==> src/rtl/dac_cmd_rx.sv <==
// dac_cmd_rx: UART framed write-command parser feeding an N_CH x DW DAC setpoint bank.
// Answers each complete frame with 5A (accepted) or EE (rejected) on the UART transmit side.
module dac_cmd_rx #(
   parameter int N_CH = 8,
   parameter int DW = 12,
   parameter int TIMEOUT = 250000,
   parameter logic [DW-1:0] RESET_CODE = DW'(2048),
   localparam int AW = $clog2(N_CH)
) (
   input  logic          clk,
   input  logic          rst_n,
   input  logic [7:0]    i_rx_data,
   input  logic          i_rx_rdy,
   output logic          o_rdy_clr,
   output logic [7:0]    o_tx_data,
   output logic          o_tx_wr_en,
   input  logic          i_tx_busy,
   input  logic [AW-1:0] i_rd_addr,
   output logic [DW-1:0] o_rd_data,
   output logic          o_upd,
   output logic [AW-1:0] o_upd_ch,
   output logic [7:0]    o_err_cnt
);
   localparam int TW = $clog2(TIMEOUT);
   localparam logic [TW-1:0] TMAX = TW'(TIMEOUT - 1);

   typedef enum logic [2:0] {S_IDLE, S_CMD, S_DHI, S_DLO, S_CSUM, S_RESP} state_t;

   state_t        r_state;
   logic          r_rdy_d1, r_rdy_d2;
   logic [7:0]    r_cmd, r_dhi, r_dlo;
   logic [TW-1:0] r_tmo;
   logic [DW-1:0] r_bank [N_CH];
   logic [7:0]    r_tx_data, r_err_cnt;
   logic          r_tx_wr_en, r_upd;
   logic [DW-1:0] r_rd_data;
   logic [AW-1:0] r_upd_ch;
   logic          w_acc, w_in_frame, w_tmo, w_valid, w_err;

   // Edge of the synchronised ready flag: one acceptance per UART byte even if rx_rdy lingers.
   assign w_acc      = r_rdy_d1 & ~r_rdy_d2;
   assign w_in_frame = (r_state == S_CMD) || (r_state == S_DHI) || (r_state == S_DLO) || (r_state == S_CSUM);
   assign w_tmo      = w_in_frame && !w_acc && (r_tmo == TMAX);
   assign w_valid    = (r_cmd[7:4] == 4'h1) && !r_cmd[3] && (r_dhi[7:4] == 4'h0) &&
                       (i_rx_data == (r_cmd ^ r_dhi ^ r_dlo));
   assign w_err      = w_tmo || (r_state == S_CSUM && w_acc && !w_valid);

   always_ff @(posedge clk or negedge rst_n) begin
      if (!rst_n) begin
         r_state    <= S_IDLE;
         r_rdy_d1   <= 1'b0;
         r_rdy_d2   <= 1'b0;
         r_cmd      <= '0;
         r_dhi      <= '0;
         r_dlo      <= '0;
         r_tmo      <= '0;
         r_tx_data  <= '0;
         r_tx_wr_en <= 1'b0;
         r_upd      <= 1'b0;
         r_upd_ch   <= '0;
         r_err_cnt  <= '0;
         r_rd_data  <= RESET_CODE;
         for (int i = 0; i < N_CH; i++) r_bank[i] <= RESET_CODE;
      end else begin
         r_rdy_d1   <= i_rx_rdy;
         r_rdy_d2   <= r_rdy_d1;
         r_tx_wr_en <= 1'b0;
         r_upd      <= 1'b0;
         r_rd_data  <= r_bank[i_rd_addr];
         r_tmo      <= (w_acc || !w_in_frame) ? '0 : r_tmo + TW'(1);
         if (w_err && r_err_cnt != 8'hFF) r_err_cnt <= r_err_cnt + 8'd1;
         case (r_state)
            S_IDLE: if (w_acc && i_rx_data == 8'hA5) r_state <= S_CMD;
            S_CMD: begin
               if (w_acc) begin
                  r_cmd   <= i_rx_data;
                  r_state <= S_DHI;
               end else if (w_tmo) r_state <= S_IDLE;
            end
            S_DHI: begin
               if (w_acc) begin
                  r_dhi   <= i_rx_data;
                  r_state <= S_DLO;
               end else if (w_tmo) r_state <= S_IDLE;
            end
            S_DLO: begin
               if (w_acc) begin
                  r_dlo   <= i_rx_data;
                  r_state <= S_CSUM;
               end else if (w_tmo) r_state <= S_IDLE;
            end
            S_CSUM: begin
               if (w_acc) begin
                  if (w_valid) begin
                     r_bank[r_cmd[AW-1:0]] <= DW'({r_dhi[3:0], r_dlo});
                     r_upd                 <= 1'b1;
                     r_upd_ch              <= r_cmd[AW-1:0];
                  end
                  r_tx_data <= w_valid ? 8'h5A : 8'hEE;
                  r_state   <= S_RESP;
               end else if (w_tmo) r_state <= S_IDLE;
            end
            S_RESP: begin
               if (!i_tx_busy) begin
                  r_tx_wr_en <= 1'b1;
                  r_state    <= S_IDLE;
               end
            end
            default: r_state <= S_IDLE;
         endcase
      end
   end

   assign o_rdy_clr  = w_acc;
   assign o_tx_data  = r_tx_data;
   assign o_tx_wr_en = r_tx_wr_en;
   assign o_rd_data  = r_rd_data;
   assign o_upd      = r_upd;
   assign o_upd_ch   = r_upd_ch;
   assign o_err_cnt  = r_err_cnt;
endmodule

==> config.mk <==
export PLATFORM = sky130hd
export DESIGN_NAME = dac_cmd_rx
export DESIGN_NICKNAME = d
export VERILOG_FILES = /design/src/rtl/dac_cmd_rx.sv
export SDC_FILE = /design/constraint.sdc
export NUM_CORES = 1
export LEC_CHECK = 0
export BUFFER_PORTS_ARGS = -buffer_cell sky130_fd_sc_hd__buf_2
export CAP_MARGIN = 20
export CORE_ASPECT_RATIO = 0.75
export CORE_MARGIN = 4
export CORE_UTILIZATION = 40
export DETAILED_ROUTE_END_ITERATION = 16
export PLACE_DENSITY_LB_ADDON = 0.25
export SETUP_SLACK_MARGIN = 0.3
export SKIP_CTS_REPAIR_TIMING = 1
export SYNTH_ARGS = -nofsm -noshare
export SYNTH_HDL_FRONTEND = slang
export SYNTH_SLANG_ARGS = --single-unit
==> constraint.sdc <==
create_clock -name clk -period 2.7 [get_ports clk]
set_input_delay 0.27 -clock clk [delete_from_list [all_inputs] [get_ports clk]]
set_output_delay 0.27 -clock clk [all_outputs]
set_load 0.01 [all_outputs]
==> run metrics, run 1 <==
r2r worst-path depth=8; max cap viols=0; Rel. slew slack=0.472; unrepaired setup endpoints after global routing=true; post-synthesis sequential area ratio=0.551; ANT nets after route=0; count of final setup violators=0; cts bufs inserted=17; port bufs=47; CTS tree=done; PwrDens=759 nW/um2; fmax=0.390 GHz; Total Power=0.00699 W; post-synth net total=559; vias in the first global route=4,854; htree depth=4; dpl hpwl=between 10,000 and 15,000 um; Rows=43; Tcrit/Tclk final=0.949; reg2reg end=r_bank[76]$_DFFE_PN0P_; GR Layer Usage met3=0.0381; switch share=0.295; wire length per cell=approximately 19 um; Hold WS=between 0.03 and 0.04 ns; Worst setup SP type=flop; Final Hold Violating Endpoints=0; final wirelength=between 15,000 and 20,000 um; worst hold path type=in -> reg; hold worst-path end=o_tx_wr_en$_DFF_PN0_; GR Util met1=0.226; ranking of synthesized cells by area=dfrtp_1, mux2_2, mux4_2; worst skew pair latency=approximately 0.42 ns; post-route insts no fill=roughly 860; top cell type's share of synthesized area=0.521; Vias=between 4,000 and 5,000; die area=approximately 22,000 um2; Mean Syn Cell Area=14.4 um2; worst hold stages=2; CTS max path bufs=2; Routability Congestion=0.788; Flop pwr share=0.446; 1st-pass router iterations=4; DR vias/cell=approximately 5.3; Area growth, synth to finish=18.3%; Initial Utilization=0.414; crit path time final=between 2 and 3 ns; Synth Cell Area=7780 um2; r2r setup slk=0.14 ns; IO Pins=49; worst-margin pin slew=about 0.79 ns; fin. max-slew vios=0; Leakage Power=~4.3 nW; Nets=between 600 and 700; run status=complete, no violations; GR peak layer=met2; CORE AREA=between 15,000 and 20,000 um2; hold_sp=i_tx_busy; Req. time, crit path=~3 ns; dpl ws=between 0.1 and 0.15 ns; combinational share of power=0.199; Yosys reg bits=between 150 and 200; RR Startpoint=r_dhi[6]$_DFFE_PN0P_; antenna violations before repair=0; critical path data arrival time=around 2.9 ns; synthesis warning total=0; Post-Syn Instances=between 500 and 600; remaining global-route overflow=0; 1st-iter DRT viols=~200; Clk pwr share=0.355; first-pass GRT wire length=approximately 26,000 um; clock root buffer=clkbuf_16; asr flop ratio synth=1.00; WS Path Type=reg -> reg; ant diodes=0; sw power=approximately 0.0021 W; crit end category=flop; proportion of layout cells with a drive suffix above 1=0.461; EDFF count, synth=0; CP Max Fanout=12; DP Cell Count=819; VDD IR max=between 0.0005 and 0.0006 V; largest net degree at the start of global routing=approximately 70; Sink Count=171; cell taking the most area after synthesis=dfrtp_1; Post-synth top flop=dfrtp_1; fillcell total=~1,600; Layout Skew=approximately 0.012 ns; Yosys cell types=49; met2 Use GR=0.238; setup TNS=0 ns; cell internal pwr=roughly 0.005 W; Die Width=around 170 um; Die H=roughly 130 um; Worst-path clk slew=0.07 ns; DRC errors left=0; aggregate global-route resource usage=0.155; Setup WS post-layout=~0.14 ns
-- worst max-delay path by stage --
stage          slack, ns  cells after the start                     end                  from
6_report            0.14                      8  r_bank[76]$_DFFE_PN0P_  r_dhi[6]$_DFFE_PN0P_
4_1_cts             0.10                      7  r_bank[20]$_DFFE_PN0P_  r_cmd[0]$_DFFE_PN0P_
3_5_place_dp        0.13                      7  r_bank[17]$_DFFE_PN0P_  r_cmd[0]$_DFFE_PN0P_
5_1_grt             0.05                      9  r_bank[17]$_DFFE_PN0P_  r_dhi[6]$_DFFE_PN0P_
2_1_floorplan       0.33                      8  r_bank[31]$_DFFE_PN0P_  r_dhi[6]$_DFFE_PN0P_
3_3_place_gp        0.24                      7  r_bank[17]$_DFFE_PN0P_  r_dhi[6]$_DFFE_PN0P_
-- state kept, by name (all words and copies together) (netlist names) --
signal / flops
r_bank: 96
o_tx_data: 3
o_upd_ch: 3
r_state: 3
o_err_cnt: 8
o_tx_wr_en: 1
r_tmo: 18
r_cmd: 8
r_dhi: 8
r_rdy_d1: 1
o_upd: 1
r_dlo: 8
o_rd_data: 12
r_rdy_d2: 1
-- kinds of logic (layout without fill, tap and decap cells) --
| logic type | after synthesis | after routing | share of synthesized area |
|---|---|---|---|
| AND/OR/NAND/NOR | 101 | 101 | 0.0788 |
| AO/OA/AOI/OAI | 18 | 18 | 0.0175 |
| XOR/XNOR | 38 | 38 | 0.0428 |
| buffers and inverters | 46 | 116 | 0.0323 |
| flip-flops | 171 | 171 | 0.551 |
| adder cells (fa/ha/maj) | 2 | 2 | 0.00322 |
| other | 1 | 1 | 0.000482 |
| multiplexers | 165 | 165 | 0.274 |
-- final cells by class --
class,instances,area (um2),share of cell area
Inverter,3,11.3,0.00122
Multi-Input combinational cell,325,3370,0.366
Sequential cell,171,4290,0.466
Tap cell,247,309,0.0336
Timing Repair Buffer,82,633,0.0687
Clock buffer,21,450,0.0489
Clock inverter,10,141,0.0154
-- per-stage QoR --
step / utilization / area [um2]
final: 0.490 / 9210
after CTS: 0.476 / 8930
after detailed placement: 0.444 / 8340
after global routing: 0.490 / 9210
after global placement: 0.444 / 8340
after floorplan: - / 7780
-- worst max-delay path, cell delays in order, from the launching register on --
cell and delay [ns]:
dfrtp_1 0.41, or4_4 0.54, nor3_4 0.17, nand4_4 0.12, nor3_4 0.30, buf_4 0.17
and3_1 0.19, buf_12 0.17, mux2_2 0.35
-- cells in the final DEF (no fill, tap or decap), types with 3 or more instances in the layout --
cell and count:
clkbuf_16 19, a21boi_0 4, nand3_1 10, nor2_1 27, o21ai_0 3, clkbuf_1 3, buf_6 6, or3_1 4
mux2_2 99, nor4bb_1 3, a21oi_1 4, buf_4 20, dfrtp_1 161, buf_12 5, xnor2_1 23, nor3_1 3
and3_1 7, nand2b_1 6, mux4_2 24, mux2_1 18, dfstp_2 9, buf_2 46, mux2_4 24, nand2_1 12
nand4_1 4, bufinv_16 3, xor2_1 14
-- synth_stat cells (5+ instances only) --
master and number:
a21oi_1 5, and3_1 8, buf_2 18, buf_4 7
clkbuf_1 10, dfrtp_1 162, dfstp_2 9, mux2_1 37
mux2_2 104, mux4_2 24, nand2_1 12, nand2b_1 6
nand3_1 10, nor2_1 27, xnor2_1 24, xor2_1 14
-- layer usage --
metal / part of all wire / routed length, um / vias up
li1: - / - / 2058
met1: 0.49 / 8030 / 2386
met2: 0.46 / 7460 / 92
met3: 0.040 / 651 / 11
met4: 0.0086 / 140 / 0
met5: 0 / 0 / -
-- power by group through the flow --
stage	combinational, W	sequential [W]	clock, W
2_1_floorplan	0.00108	0.00294	0
3_3_place_gp	0.00129	0.00312	0
3_5_place_dp	0.00134	0.00315	0
4_1_cts	0.00134	0.00310	0.00253
5_1_grt	0.00152	0.00316	0.00267
6_report	0.00139	0.00312	0.00248
No activity file was read; power rests on OpenSTA's default activity.
==> run 2, diff against run 1 <==
CTS_BUF_LIST = sky130_fd_sc_hd__clkbuf_4 sky130_fd_sc_hd__clkbuf_8 sky130_fd_sc_hd__clkbuf_16   (was unset)
==> run metrics, run 2 (synthesis results as in run 1) <==
fin. max-slew vios=0 (unchanged); Worst setup SP type=flop; wire length per cell=19.2 um (+1.1%); DR vias/cell=5.31 (+0.22%); Final Hold Violating Endpoints=0 (unchanged); Setup WS post-layout=0.121 ns (-0.0153 ns); Hold WS=0.0317 ns (-0.00414 ns); clock root buffer=clkbuf_16; cell internal pwr=0.00495 W (+0.56%); CP bufs+invs=2 (unchanged); CP top delay family=simple AND/OR/NAND/NOR gates; vias in the first global route=4,841 (-0.27%); most frequent cells in the layout=dfrtp_1, mux2_2, buf_2; most frequent CP cell=nor3_4; htree depth=4 (unchanged); CORE AREA=18,800 um2 (unchanged); remaining global-route overflow=0 (unchanged); Vias=4,557 (+0.22%); Tcrit/Tclk final=0.955 (+0.00567); largest net degree at the start of global routing=69 (unchanged); WS Path Type=reg -> reg; fmax=0.388 GHz (-0.59%); die area=21,800 um2 (unchanged); DRC errors left=0 (unchanged); proportion of layout cells with a drive suffix above 1=0.477 (+0.0163); cts bufs inserted=17 (unchanged); sw power=0.00209 W (+1.3%); aggregate global-route resource usage=0.156 (+0.000596); run status=complete, no violations; Cell Chain, Critical Path=or4_4 -> nor3_4 -> nand4_4 -> nor3_4 -> buf_4 -> and3_1 -> buf_12 -> mux2_2; Die Width=169 um (unchanged); switch share=0.297 (+0.00163); Initial Utilization=0.414 (unchanged); VDD IR max=0.000491 V (-7.7%); Flop pwr share=0.444 (-0.002); 1st-pass router iterations=4 (unchanged); Req. time, crit path=3.00 ns (about the same); PwrDens=763 nW/um2 (+0.48%); Sink Count=171 (unchanged); slowest CP cell=or4_4; CTS max path bufs=2 (unchanged); critical path data arrival time=2.88 ns (+0.02 ns); max cap viols=0 (unchanged); setup TNS=0 ns (unchanged); Rel. slew slack=0.477 (+0.00483); port bufs=47 (unchanged); crit path time final=2.58 ns (+0.0153 ns); 1st-iter DRT viols=215 (+10%); worst-margin pin slew=0.781 ns (-0.00722 ns); ant diodes=0 (unchanged); Area growth, synth to finish=18.7%; ANT nets after route=0 (unchanged); Rows=43 (unchanged); Largest register FFs=96 (unchanged); most common cell after layout, fill and taps aside=dfrtp_1; final wirelength=16,500 um (+1.1%); Nets=617 (unchanged); Reg with most FFs=r_bank; Clk pwr share=0.358 (+0.003); worst skew pair latency=0.42 ns (about the same); count of final setup violators=0 (unchanged); Layout Skew=0.0133 ns (+0.00147 ns); IO Pins=49 (unchanged); CTS tree=done; combinational share of power=0.198 (about the same); final instance area=9240 um2 (+0.31%); Routability Congestion=0.788 (unchanged); first-pass GRT wire length=26,400 um (unchanged); unrepaired setup endpoints after global routing=true; Worst-path clk slew=0.07 ns (about the same); Leakage Power=4.38 nW (+0.63%); antenna violations before repair=0 (unchanged); CP peak stage delay=0.54 ns (about the same); dpl ws=0.131 ns (unchanged); CP Max Fanout=12 (unchanged); dpl hpwl=10,400 um (unchanged); worst hold path type=in -> reg; crit end category=flop; placed inst area=8340 um2 (unchanged); Die H=129 um (unchanged)
run 2: cell types whose count changed in the layout (fill, tap and decap cells not counted), sizes merged:
cell	before	now
buf	78	77
nand4b	1	2
run 2: path summary, 6_finish.rpt:
check,startpoint,endpoint,slack (ns),cells past startpoint
min reg2reg,r_rdy_d1$_DFF_PN0_,r_rdy_d2$_DFF_PN0_,0.38,0
max,r_dhi[6]$_DFFE_PN0P_,r_bank[76]$_DFFE_PN0P_,0.12,8
min,i_tx_busy,o_tx_wr_en$_DFF_PN0_,0.03,2
min in group asynchronous,rst_n,o_rd_data[10]$_DFF_PN0_,0.38,2
max reg2reg,r_dhi[6]$_DFFE_PN0P_,r_bank[76]$_DFFE_PN0P_,0.12,8
max in group asynchronous,rst_n,r_bank[35]$_DFFE_PN1P_,1.54,3
run 2: worst reg2reg max path, cell delays in order, from the launching register on:
cell and delay [ns]:
dfrtp_1 0.41, or4_4 0.54, nor3_4 0.17, nand4_4 0.12, nor3_4 0.31, buf_4 0.17
and3_1 0.19, buf_12 0.17, mux2_2 0.35
run 2: per-layer routing:
| layer | global-route usage | share of wire |
|---|---|---|
| met1 | 0.227 | 0.49 |
| met2 | 0.238 | 0.45 |
| met3 | 0.0353 | 0.048 |
| met4 | 0.0440 | 0.012 |
| met5 | 0 | 0 |
run 2: power groups by stage:
| stage | sequential [W] | combinational [W] | clock [W] |
|---|---|---|---|
| after floorplan | 0.00294 | 0.00108 | 0 |
| after global placement | 0.00312 | 0.00129 | 0 |
| after detailed placement | 0.00315 | 0.00134 | 0 |
| after CTS | 0.00310 | 0.00134 | 0.00257 |
| after global routing | 0.00317 | 0.00152 | 0.00272 |
| final | 0.00313 | 0.00139 | 0.00252 |
run 2: metrics by stage:
| stage | utilization | power [W] | cells |
|---|---|---|---|
| after CTS | 0.476 | 0.00701 | 850 |
| after global placement | 0.444 | 0.00441 | 819 |
| final | 0.492 | 0.00705 | 859 |
| after floorplan | - | 0.00403 | 542 |
| after global routing | 0.492 | 0.00741 | 859 |
| after detailed placement | 0.444 | 0.00448 | 819 |
run 2: cell type report:
cell class / count / area, um2
Sequential cell: 171 / 4290
Tap cell: 247 / 309
Fill cell: 1633 / 9540
Clock buffer: 21 / 462
Timing Repair Buffer: 81 / 613
Clock inverter: 10 / 141
Inverter: 3 / 11.3
Multi-Input combinational cell: 326 / 3410
==> run 3, diff against run 2 <==
BUFFER_PORTS_ARGS = -buffer_cell sky130_fd_sc_hd__buf_4   (was -buffer_cell sky130_fd_sc_hd__buf_2)
RECOVER_POWER = 100   (was unset)
==> run metrics, run 3 (synthesis results as in run 1) <==
area of the multi-input gates=3320 um2 (-2.6%); worst hold path type=in -> reg; most frequent cells in the layout=dfrtp_1, mux2_2, mux2_1; run status=finished with violations; r2r setup slk=0.13 ns (about the same); htree depth=4 (unchanged); worst skew pair latency=0.43 ns (about the same); dpl hpwl=10,400 um (about the same); Initial Utilization=0.414 (unchanged); Worst-path clk slew=0.06 ns (about the same); die area=21,800 um2 (unchanged); unrepaired setup endpoints after global routing=true; CORE AREA=18,800 um2 (unchanged); ant diodes=0 (unchanged); Routability Congestion=0.792 (+0.47%); area occupied by registers=4290 um2 (about the same); port bufs=47 (unchanged); worst-margin pin slew=1.71 ns (+0.933 ns); Leakage Power=4.19 nW (-4.3%); fin. max-slew vios=68 (+68); wire length per cell=18.8 um (-1.7%); reg2reg end=r_bank[77]$_DFFE_PN0P_; clock root buffer=clkbuf_16; Vias=4,544 (-0.29%); DRC errors left=0 (unchanged); Rel. slew slack=-0.142 (-0.620); Layout Skew=0.0167 ns (+0.00340 ns); setup TNS=0 ns (unchanged); Final Hold Violating Endpoints=0 (unchanged); DR vias/cell=5.31 (about the same); r2r worst-path depth=7 (-1); max cap viols=1 (+1); WS Path Type=reg -> reg; Tcrit/Tclk final=0.951 (-0.00393); final wirelength=16,100 um (-2.0%); CP Max Fanout=8 (-4); CP Capture Point=r_bank[77]$_DFFE_PN0P_; Worst setup SP type=flop; ANT nets after route=0 (unchanged); antenna violations before repair=0 (unchanged); failing checks=max-capacitance violations, max-slew violations; 1st-pass router iterations=4 (unchanged); crit end category=flop; Reg with most FFs=r_bank; fillcell total=1,631 (-0.12%); Die H=129 um (unchanged); RR Startpoint=r_dhi[6]$_DFFE_PN0P_; most common cell after layout, fill and taps aside=dfrtp_1; Die Width=169 um (unchanged); remaining global-route overflow=0 (unchanged); crit path time final=2.57 ns (-0.0106 ns); Sink Count=171 (unchanged); proportion of layout cells with a drive suffix above 1=0.365 (-0.113); Area growth, synth to finish=15.9%; CTS max path bufs=2 (unchanged); critical path data arrival time=2.87 ns (about the same); PwrDens=774 nW/um2 (+1.5%); Rows=43 (unchanged); Nets=613 (-0.65%); count of final setup violators=0 (unchanged); worst setup path start=r_dhi[6]$_DFFE_PN0P_; first-pass GRT wire length=26,400 um (+0.10%); fmax=0.389 GHz (+0.41%); CTS tree=done; vias in the first global route=4,780 (-1.3%); Req. time, crit path=3.00 ns (about the same); aggregate global-route resource usage=0.155 (-0.00125); cts bufs inserted=17 (unchanged); largest net degree at the start of global routing=68 (-1.4%); Finished Core Util=0.480 (-0.0119); 1st-iter DRT viols=203 (-5.6%); IO Pins=49 (unchanged); Largest register FFs=96 (unchanged); VDD IR max=0.000442 V (-9.9%)
[run 3: area by class of cell]
| type | instances | area share |
|---|---|---|
| Clock inverter | 14 | 0.0187 |
| Inverter | 3 | 0.00125 |
| Clock buffer | 18 | 0.0480 |
| Tap cell | 247 | 0.0343 |
| Timing Repair Buffer | 77 | 0.0537 |
| Multi-Input combinational cell | 326 | 0.368 |
| Sequential cell | 171 | 0.476 |
[run 3: critical path, stage by stage (launching register included)]
cell and delay [ns]:
dfrtp_1 0.41, or4_4 0.54, nor3_4 0.20, nand4_4 0.12
nor3_4 0.34, and3_4 0.28, clkbuf_4 0.24, mux2_4 0.31
[run 3: how the worst min path moves through the flow]
| stage | startpoint | to | slack, ns | cells past startpoint |
|---|---|---|---|---|
| floorplan | rst_n | o_err_cnt[0]$_DFFE_PN0P_ | -0.03 | 0 |
| global placement | rst_n | r_bank[89]$_DFFE_PN0P_ | 0.31 | 1 |
| detailed placement | rst_n | r_bank[89]$_DFFE_PN0P_ | 0.32 | 1 |
| CTS | rst_n | r_bank[89]$_DFFE_PN0P_ | -0.13 | 1 |
| global route | i_tx_busy | o_tx_wr_en$_DFF_PN0_ | 0.01 | 2 |
| finish | i_tx_busy | o_tx_wr_en$_DFF_PN0_ | 0.02 | 2 |
[run 3: through the flow]
| stage | power [W] | hold slack, ns | setup slack, ns | cells | cell area (um2) |
|---|---|---|---|---|---|
| final | 0.00698 | 0.0249 | 0.132 | 856 | 9010 |
| after global routing | 0.00735 | 0.0114 | 0.0383 | 856 | 9010 |
| after CTS | 0.00702 | -0.132 | 0.136 | 851 | 9040 |
| after detailed placement | 0.00449 | 0.316 | 0.141 | 819 | 8440 |
| after global placement | 0.00443 | 0.308 | 0.266 | 819 | 8440 |
| after floorplan | 0.00403 | -0.0256 | 0.329 | 542 | 7780 |
[run 3: routing by layer]
metal / share of wire / GRT usage / up-vias
met2: 0.45 / 0.225 / 84
li1: - / - / 2065
met1: 0.50 / 0.229 / 2380
met4: 0.014 / 0.0573 / 0
met5: 0 / 0 / -
met3: 0.035 / 0.0338 / 15
[run 3: where the power goes]
group          total [W]  internal [W]  switching, W
logic            0.00136      0.000625      0.000730
registers        0.00312       0.00280      0.000319
clock network    0.00251       0.00147       0.00104
total            0.00698       0.00490       0.00209
